File: src/rtl/fpu_pkg.sv
// Shared types and constants for the fraction product engine and its unpack helper.
package fpu_pkg;

    localparam int unsigned MAN_W  = 23;
    localparam int unsigned EXP_W  = 8;
    localparam int unsigned BIAS   = 127;
    localparam int unsigned SIG_W  = MAN_W + 1;
    localparam int unsigned PROD_W = 2 * SIG_W;
    localparam int unsigned SUM_W  = EXP_W + 2;
    localparam int unsigned CNT_W  = 5;

    typedef struct packed {
        logic             sign;
        logic [EXP_W-1:0] exp;
        logic [MAN_W-1:0] man;
    } fp32_t;

    typedef enum logic [1:0] {
        IDLE = 2'd0,
        MUL  = 2'd1,
        DONE = 2'd2
    } fpe_state_e;

    // Signed ea+eb-BIAS; wide enough that the full range -125..381 is exact.
    function automatic logic signed [SUM_W-1:0] exp_sum(input logic [EXP_W-1:0] ea,
                                                        input logic [EXP_W-1:0] eb);
        return SUM_W'(ea) + SUM_W'(eb) - SUM_W'(BIAS);
    endfunction

endpackage

File: src/rtl/fraction_product_engine_if.sv
// Operand/result handshake bundle between a producer, the engine and the normalizer.
interface fraction_product_engine_if;
    import fpu_pkg::*;

    logic             in_valid;
    logic             in_ready;
    fp32_t            a;
    fp32_t            b;
    logic             out_valid;
    logic             out_ready;
    logic [SIG_W-1:0] fraction;
    logic [EXP_W-1:0] exponent;
    logic             sign;
    logic             sticky;
    logic             zero;
    logic             inf_nan;
    logic             exp_ovf;
    logic             exp_unf;

    modport master (
        output in_valid, a, b, out_ready,
        input  in_ready, out_valid, fraction, exponent, sign, sticky,
               zero, inf_nan, exp_ovf, exp_unf
    );

    modport slave (
        input  in_valid, a, b, out_ready,
        output in_ready, out_valid, fraction, exponent, sign, sticky,
               zero, inf_nan, exp_ovf, exp_unf
    );

endinterface

File: src/rtl/fpu_unpack.sv
// Splits a single-precision operand into fields and classifies zero/denormal and inf/NaN.
module fpu_unpack
    import fpu_pkg::*;
(
    input  fp32_t            op,
    output logic             sign,
    output logic [EXP_W-1:0] exp,
    output logic [SIG_W-1:0] sig,
    output logic             is_zero,
    output logic             is_special
);

    assign sign       = op.sign;
    assign exp        = op.exp;
    assign sig        = {1'b1, op.man};
    assign is_zero    = (op.exp == '0);
    assign is_special = (op.exp == {EXP_W{1'b1}});

endmodule

File: src/rtl/fraction_product_engine.sv
// Sequential shift-add single-precision mantissa multiplier feeding the normalizer.
module fraction_product_engine
    import fpu_pkg::*;
(
    input  logic                      clk,
    input  logic                      rst_n,
    fraction_product_engine_if.slave  bus
);

    localparam logic signed [SUM_W-1:0] EXP_TOP = SUM_W'(255);
    localparam logic signed [SUM_W-1:0] EXP_BOT = SUM_W'(0);

    fpe_state_e               state_q, state_d;
    logic [CNT_W-1:0]         cnt_q, cnt_d;
    logic [PROD_W-1:0]        acc_q, acc_d;
    logic [SIG_W-1:0]         mcand_q, mcand_d;
    logic [SIG_W-1:0]         mplier_q, mplier_d;
    logic signed [SUM_W-1:0]  exp_q, exp_d;
    logic                     sign_q, sign_d;
    logic                     zero_q, zero_d;
    logic                     inf_nan_q, inf_nan_d;

    logic             sa, sb, za, zb, xa, xb;
    logic [EXP_W-1:0] ea, eb;
    logic [SIG_W-1:0] ma, mb;

    fpu_unpack u_unpack_a (
        .op(bus.a), .sign(sa), .exp(ea), .sig(ma), .is_zero(za), .is_special(xa)
    );

    fpu_unpack u_unpack_b (
        .op(bus.b), .sign(sb), .exp(eb), .sig(mb), .is_zero(zb), .is_special(xb)
    );

    // Next-state and datapath updates; zero classification wins over inf/NaN.
    always_comb begin
        state_d   = state_q;
        cnt_d     = cnt_q;
        acc_d     = acc_q;
        mcand_d   = mcand_q;
        mplier_d  = mplier_q;
        exp_d     = exp_q;
        sign_d    = sign_q;
        zero_d    = zero_q;
        inf_nan_d = inf_nan_q;

        case (state_q)
            IDLE: begin
                if (bus.in_valid) begin
                    sign_d    = sa ^ sb;
                    exp_d     = exp_sum(ea, eb);
                    zero_d    = za | zb;
                    inf_nan_d = ~(za | zb) & (xa | xb);
                    cnt_d     = '0;
                    acc_d     = '0;
                    mcand_d   = ma;
                    mplier_d  = mb;
                    state_d   = (za | zb | xa | xb) ? DONE : MUL;
                end
            end
            MUL: begin
                if (mplier_q[cnt_q]) begin
                    acc_d = acc_q + (PROD_W'(mcand_q) << cnt_q);
                end
                cnt_d = cnt_q + CNT_W'(1);
                if (cnt_q == CNT_W'(MAN_W)) begin
                    state_d = DONE;
                end
            end
            DONE: begin
                if (bus.out_ready) begin
                    state_d = IDLE;
                end
            end
            default: state_d = IDLE;
        endcase
    end

    always_ff @(posedge clk or negedge rst_n) begin
        if (!rst_n) begin
            state_q   <= IDLE;
            cnt_q     <= '0;
            acc_q     <= '0;
            mcand_q   <= '0;
            mplier_q  <= '0;
            exp_q     <= '0;
            sign_q    <= 1'b0;
            zero_q    <= 1'b0;
            inf_nan_q <= 1'b0;
        end else begin
            state_q   <= state_d;
            cnt_q     <= cnt_d;
            acc_q     <= acc_d;
            mcand_q   <= mcand_d;
            mplier_q  <= mplier_d;
            exp_q     <= exp_d;
            sign_q    <= sign_d;
            zero_q    <= zero_d;
            inf_nan_q <= inf_nan_d;
        end
    end

    // Result fields decode straight from registers and read as zero outside DONE.
    logic normal_path;
    assign normal_path   = bus.out_valid & ~zero_q & ~inf_nan_q;

    assign bus.in_ready  = (state_q == IDLE);
    assign bus.out_valid = (state_q == DONE);
    assign bus.fraction  = bus.out_valid ? acc_q[PROD_W-1:SIG_W] : '0;
    assign bus.sticky    = bus.out_valid & (|acc_q[SIG_W-1:0]);
    assign bus.sign      = bus.out_valid & sign_q;
    assign bus.zero      = bus.out_valid & zero_q;
    assign bus.inf_nan   = bus.out_valid & inf_nan_q;
    assign bus.exponent  = !normal_path ? (bus.inf_nan ? {EXP_W{1'b1}} : '0)
                                        : exp_q[EXP_W-1:0];
    assign bus.exp_ovf   = normal_path & (exp_q >= EXP_TOP);
    assign bus.exp_unf   = normal_path & (exp_q <= EXP_BOT);

endmodule

File: src/flat_wrapper.sv
// flat-port wrapper written by rule: the top's interface ports become plain ports
module fraction_product_engine_flat import fpu_pkg::*;
  (clk, rst_n, bus_in_valid, bus_a, bus_b, bus_out_ready, bus_in_ready, bus_out_valid, bus_fraction, bus_exponent, bus_sign, bus_sticky, bus_zero, bus_inf_nan, bus_exp_ovf, bus_exp_unf);
  fraction_product_engine_if bus_i ();
  input  logic clk;
  input  logic rst_n;
  input wire logic [$bits(bus_i.in_valid)-1:0] bus_in_valid;
  input wire logic [$bits(bus_i.a)-1:0] bus_a;
  input wire logic [$bits(bus_i.b)-1:0] bus_b;
  input wire logic [$bits(bus_i.out_ready)-1:0] bus_out_ready;
  output wire logic [$bits(bus_i.in_ready)-1:0] bus_in_ready;
  output wire logic [$bits(bus_i.out_valid)-1:0] bus_out_valid;
  output wire logic [$bits(bus_i.fraction)-1:0] bus_fraction;
  output wire logic [$bits(bus_i.exponent)-1:0] bus_exponent;
  output wire logic [$bits(bus_i.sign)-1:0] bus_sign;
  output wire logic [$bits(bus_i.sticky)-1:0] bus_sticky;
  output wire logic [$bits(bus_i.zero)-1:0] bus_zero;
  output wire logic [$bits(bus_i.inf_nan)-1:0] bus_inf_nan;
  output wire logic [$bits(bus_i.exp_ovf)-1:0] bus_exp_ovf;
  output wire logic [$bits(bus_i.exp_unf)-1:0] bus_exp_unf;
  assign bus_i.in_valid = bus_in_valid;
  assign bus_i.a = bus_a;
  assign bus_i.b = bus_b;
  assign bus_i.out_ready = bus_out_ready;
  assign bus_in_ready = bus_i.in_ready;
  assign bus_out_valid = bus_i.out_valid;
  assign bus_fraction = bus_i.fraction;
  assign bus_exponent = bus_i.exponent;
  assign bus_sign = bus_i.sign;
  assign bus_sticky = bus_i.sticky;
  assign bus_zero = bus_i.zero;
  assign bus_inf_nan = bus_i.inf_nan;
  assign bus_exp_ovf = bus_i.exp_ovf;
  assign bus_exp_unf = bus_i.exp_unf;
  fraction_product_engine u_core (.clk(clk), .rst_n(rst_n), .bus(bus_i));
endmodule
File: config.mk
export PLATFORM = sky130hd
export DESIGN_NAME = fraction_product_engine_flat
export DESIGN_NICKNAME = d
export VERILOG_FILES = /design/src/rtl/fpu_pkg.sv /design/src/rtl/fraction_product_engine_if.sv /design/src/rtl/fpu_unpack.sv /design/src/rtl/fraction_product_engine.sv /design/src/flat_wrapper.sv
export SDC_FILE = /design/constraint.sdc
export NUM_CORES = 1
export LEC_CHECK = 0
export ABC_AREA = 1
export CAP_MARGIN = 20
export CORE_UTILIZATION = 59
export DETAILED_ROUTE_END_ITERATION = 6
export PLACE_DENSITY_LB_ADDON = 0.08
export SLEW_MARGIN = 20
export SYNTH_ARGS = -nofsm -noshare
export SYNTH_HDL_FRONTEND = slang
export SYNTH_SLANG_ARGS = --single-unit
File: constraint.sdc
create_clock -name clk -period 3.3 [get_ports clk]
set_input_delay 0.825 -clock clk [delete_from_list [all_inputs] [get_ports clk]]
set_output_delay 0.825 -clock clk [all_outputs]
set_load 0.01 [all_outputs]
==> results.cfg <==
[drt]
firstDrtPassIters = 6
drc = 0
drt_wl_total_microns = 39900
drt_iter0_drc = 1271
viasPerCell = 5.70
routed-via-count = 13500
postRouteAntennaNets = 0
wl_per_cell_microns = 16.8

[clock_network]
cts-htree-levels = 4
cts.sinks = 115
cts_tree = yes
cts-buffers-inserted = 17
clock_latency_ps = 440
postCtsHoldBufs = 0
clkTransAtPathRegs_ps = 60
root_buffer = clkbuf_16
cts_max_path_buffers = 2

[sta]
period_minus_slack_ps = 3280
relSlewSlack = 0.552
holdWs_ps = 392
slew_violations = 0
hold_viol_final = 0
fmax_ghz = 0.305
finalSetupTns_ps = 0
rsz0062_at_grt = true
setup_violations = 0
worstMarginPinSlew_ps = 672
clock_skew_ps = 17.3
period_share = 0.994

[setup_path]
critPathRequiredTime_ps = 3620
cp_slowest_stage_delay_ps = 490
path_max_fanout = 7
cpMostUsedCell = nand2_1
cp-start-kind = flip-flop
slowest_stage = dfrtp_2
cp_cell_sequence = clkinv_4 > buf_4 > nand2_1 > and2_1 > nand2_1 > nand2_1 > o21ai_1 > or2_1 > nand3_1 > nand2_2 > ha_4 > nand2_1 > nor2_1 > nand2_1 > nor2_2 > nand3_2 > nand3_1 > nand2_1 > nand3_1 > nand2_1
crit_arrival_ps = 3610
worstSetupEndpointType = flip-flop
crit_type = reg -> reg

[global_route]
grt_pass1_vias = 12000
grt_max_degree = 79
antenna_found_initial = 0
grt_usage = 0.384
grt_overflow = 0
grt_pass1_wl_microns = 59300

[final_layout]
final_common_cell = nand2_1
area_growth_pct = 33.2
drive_above_1_share = 0.191
layout_common_cells = 741 x nand2_1, 279 x inv_1, 134 x nand3_1
finalNonFillerCells = 2370
n_antenna_cell = 0
n_fill_cell = 1360
finalInstanceArea_sq_mm = 0.0151
nets = 2251

[yosys]
synth_nets = 2072
ys_seq_elements = 115
seq_area_frac_synth = 0.254
syn_inst = 1945
synth_area_per_cell_sq_um = 5.84
ys_async_sr_fraction = 1.00
yosysUniqueCellTypes = 44
synth_edf_count = 0
synthFlopType = dfrtp_1
synth_area_sq_mm = 0.0114
synth_warnings = 0

[place]
dp_cells = 2319
dp_hpwl_microns = 28500
dpl_cell_area_sq_mm = 0.0131
place.port_buffers = 107
gp_congestion = 1.04

[outcome]
outcome = finished, final reports clean

[floorplan]
fp.dieH_microns = 141
num_rows = 50
core_area_sq_mm = 0.0188
start_util = 0.605
ios = 108
dieArea_sq_mm = 0.0198
die-width_microns = 141

[min_path]
hp-class = in -> async

[job]
max-cap-violations = 0
-- state kept, by name, summed over array words and instances, names as in the netlist --
register          count
u_core.acc_q         48
u_core.mplier_q      24
u_core.mcand_q       23
u_core.exp_q         10
u_core.cnt_q          5
u_core.state_q        2
u_core.inf_nan_q      1
u_core.sign_q         1
u_core.zero_q         1
-- metal layers --
layer / up-vias / GRT usage / share of wire
met5: - / 0 / 0
met4: 0 / 0.210 / 0.051
met3: 156 / 0.0669 / 0.086
met2: 715 / 0.644 / 0.47
met1: 6190 / 0.471 / 0.39
li1: 6437 / - / -
-- Yosys cell counts, types with 16 or more instances --
master    number  area share
nand3_1      148       0.065
nand4_1       26       0.014
o21ai_1       49       0.022
a21oi_1       43       0.019
nor2_1       155       0.051
nand2_1      803        0.27
clkbuf_1      19      0.0063
ha_1          57       0.063
dfrtp_1      115        0.25
or2_2         16      0.0088
nor3_1        16      0.0071
o21ai_0       57       0.025
inv_1        288       0.095
-- final timing paths --
kind / startpoint / endpoint / slack, ps / depth (start not counted)
max: u_core.cnt_q[0] / u_core.acc_q[42] / 20 / 20
min: rst_n / u_core.acc_q[6] / 390 / 1
max reg2reg: u_core.cnt_q[0] / u_core.acc_q[42] / 20 / 20
min reg2reg: u_core.mplier_q[17] / u_core.mplier_q[17] / 490 / 2
max in group asynchronous: rst_n / u_core.cnt_q[0] / 2050 / 2
min in group clk: u_core.mplier_q[17] / u_core.mplier_q[17] / 490 / 2
-- critical path, delay by kind of cell, from the launching register on --
kind / cells / cell delay (ps)
compound gates: 1 / 110
buf+inv: 2 / 300
flops: 1 / 490
simple gates: 16 / 1960
fa+ha+maj: 1 / 310
-- cells by family (layout without fill, tap and decap cells) --
group	count (synthesis)	in the layout	synth area share
AO/OA/AOI/OAI	178	178	0.0856
adder cells (fa/ha/maj)	59	59	0.0664
multiplexers	7	7	0.00617
AND/OR/NAND/NOR	1219	1219	0.446
flip-flops	115	115	0.254
XOR/XNOR	16	16	0.0123
buffers and inverters	351	542	0.130
-- timing repair --
item | 4_1_cts | 5_1_grt
gates cloned | 0 | 1
gates resized for setup | 19 | 284
buffers inserted | 1 | 18
pin swaps | 3 | 50
endpoints found under the setup margin | 34 | 43
-- cell type report --
| type | instances | area [sq um] | area share |
|---|---|---|---|
| clock buffer | 17 | 425 | 0.0281 |
| clock inverter | 14 | 201 | 0.0133 |
| inverter | 294 | 1110 | 0.0735 |
| multi-input combinational | 1479 | 8210 | 0.543 |
| sequential | 115 | 2880 | 0.190 |
| tap | 234 | 293 | 0.0194 |
| timing repair buffer | 217 | 2000 | 0.132 |
-- per-stage QoR --
step,setup WS [ps],utilization
2_1_floorplan,400,-
3_3_place_gp,-92.5,0.697
3_5_place_dp,-128,0.697
4_1_cts,1.49,0.733
5_1_grt,-131,0.805
6_report,18.4,0.805
Power is left out: the tool's default activity adds up to more than one toggle a clock period on the data nets, which glitch-free logic cannot reach.
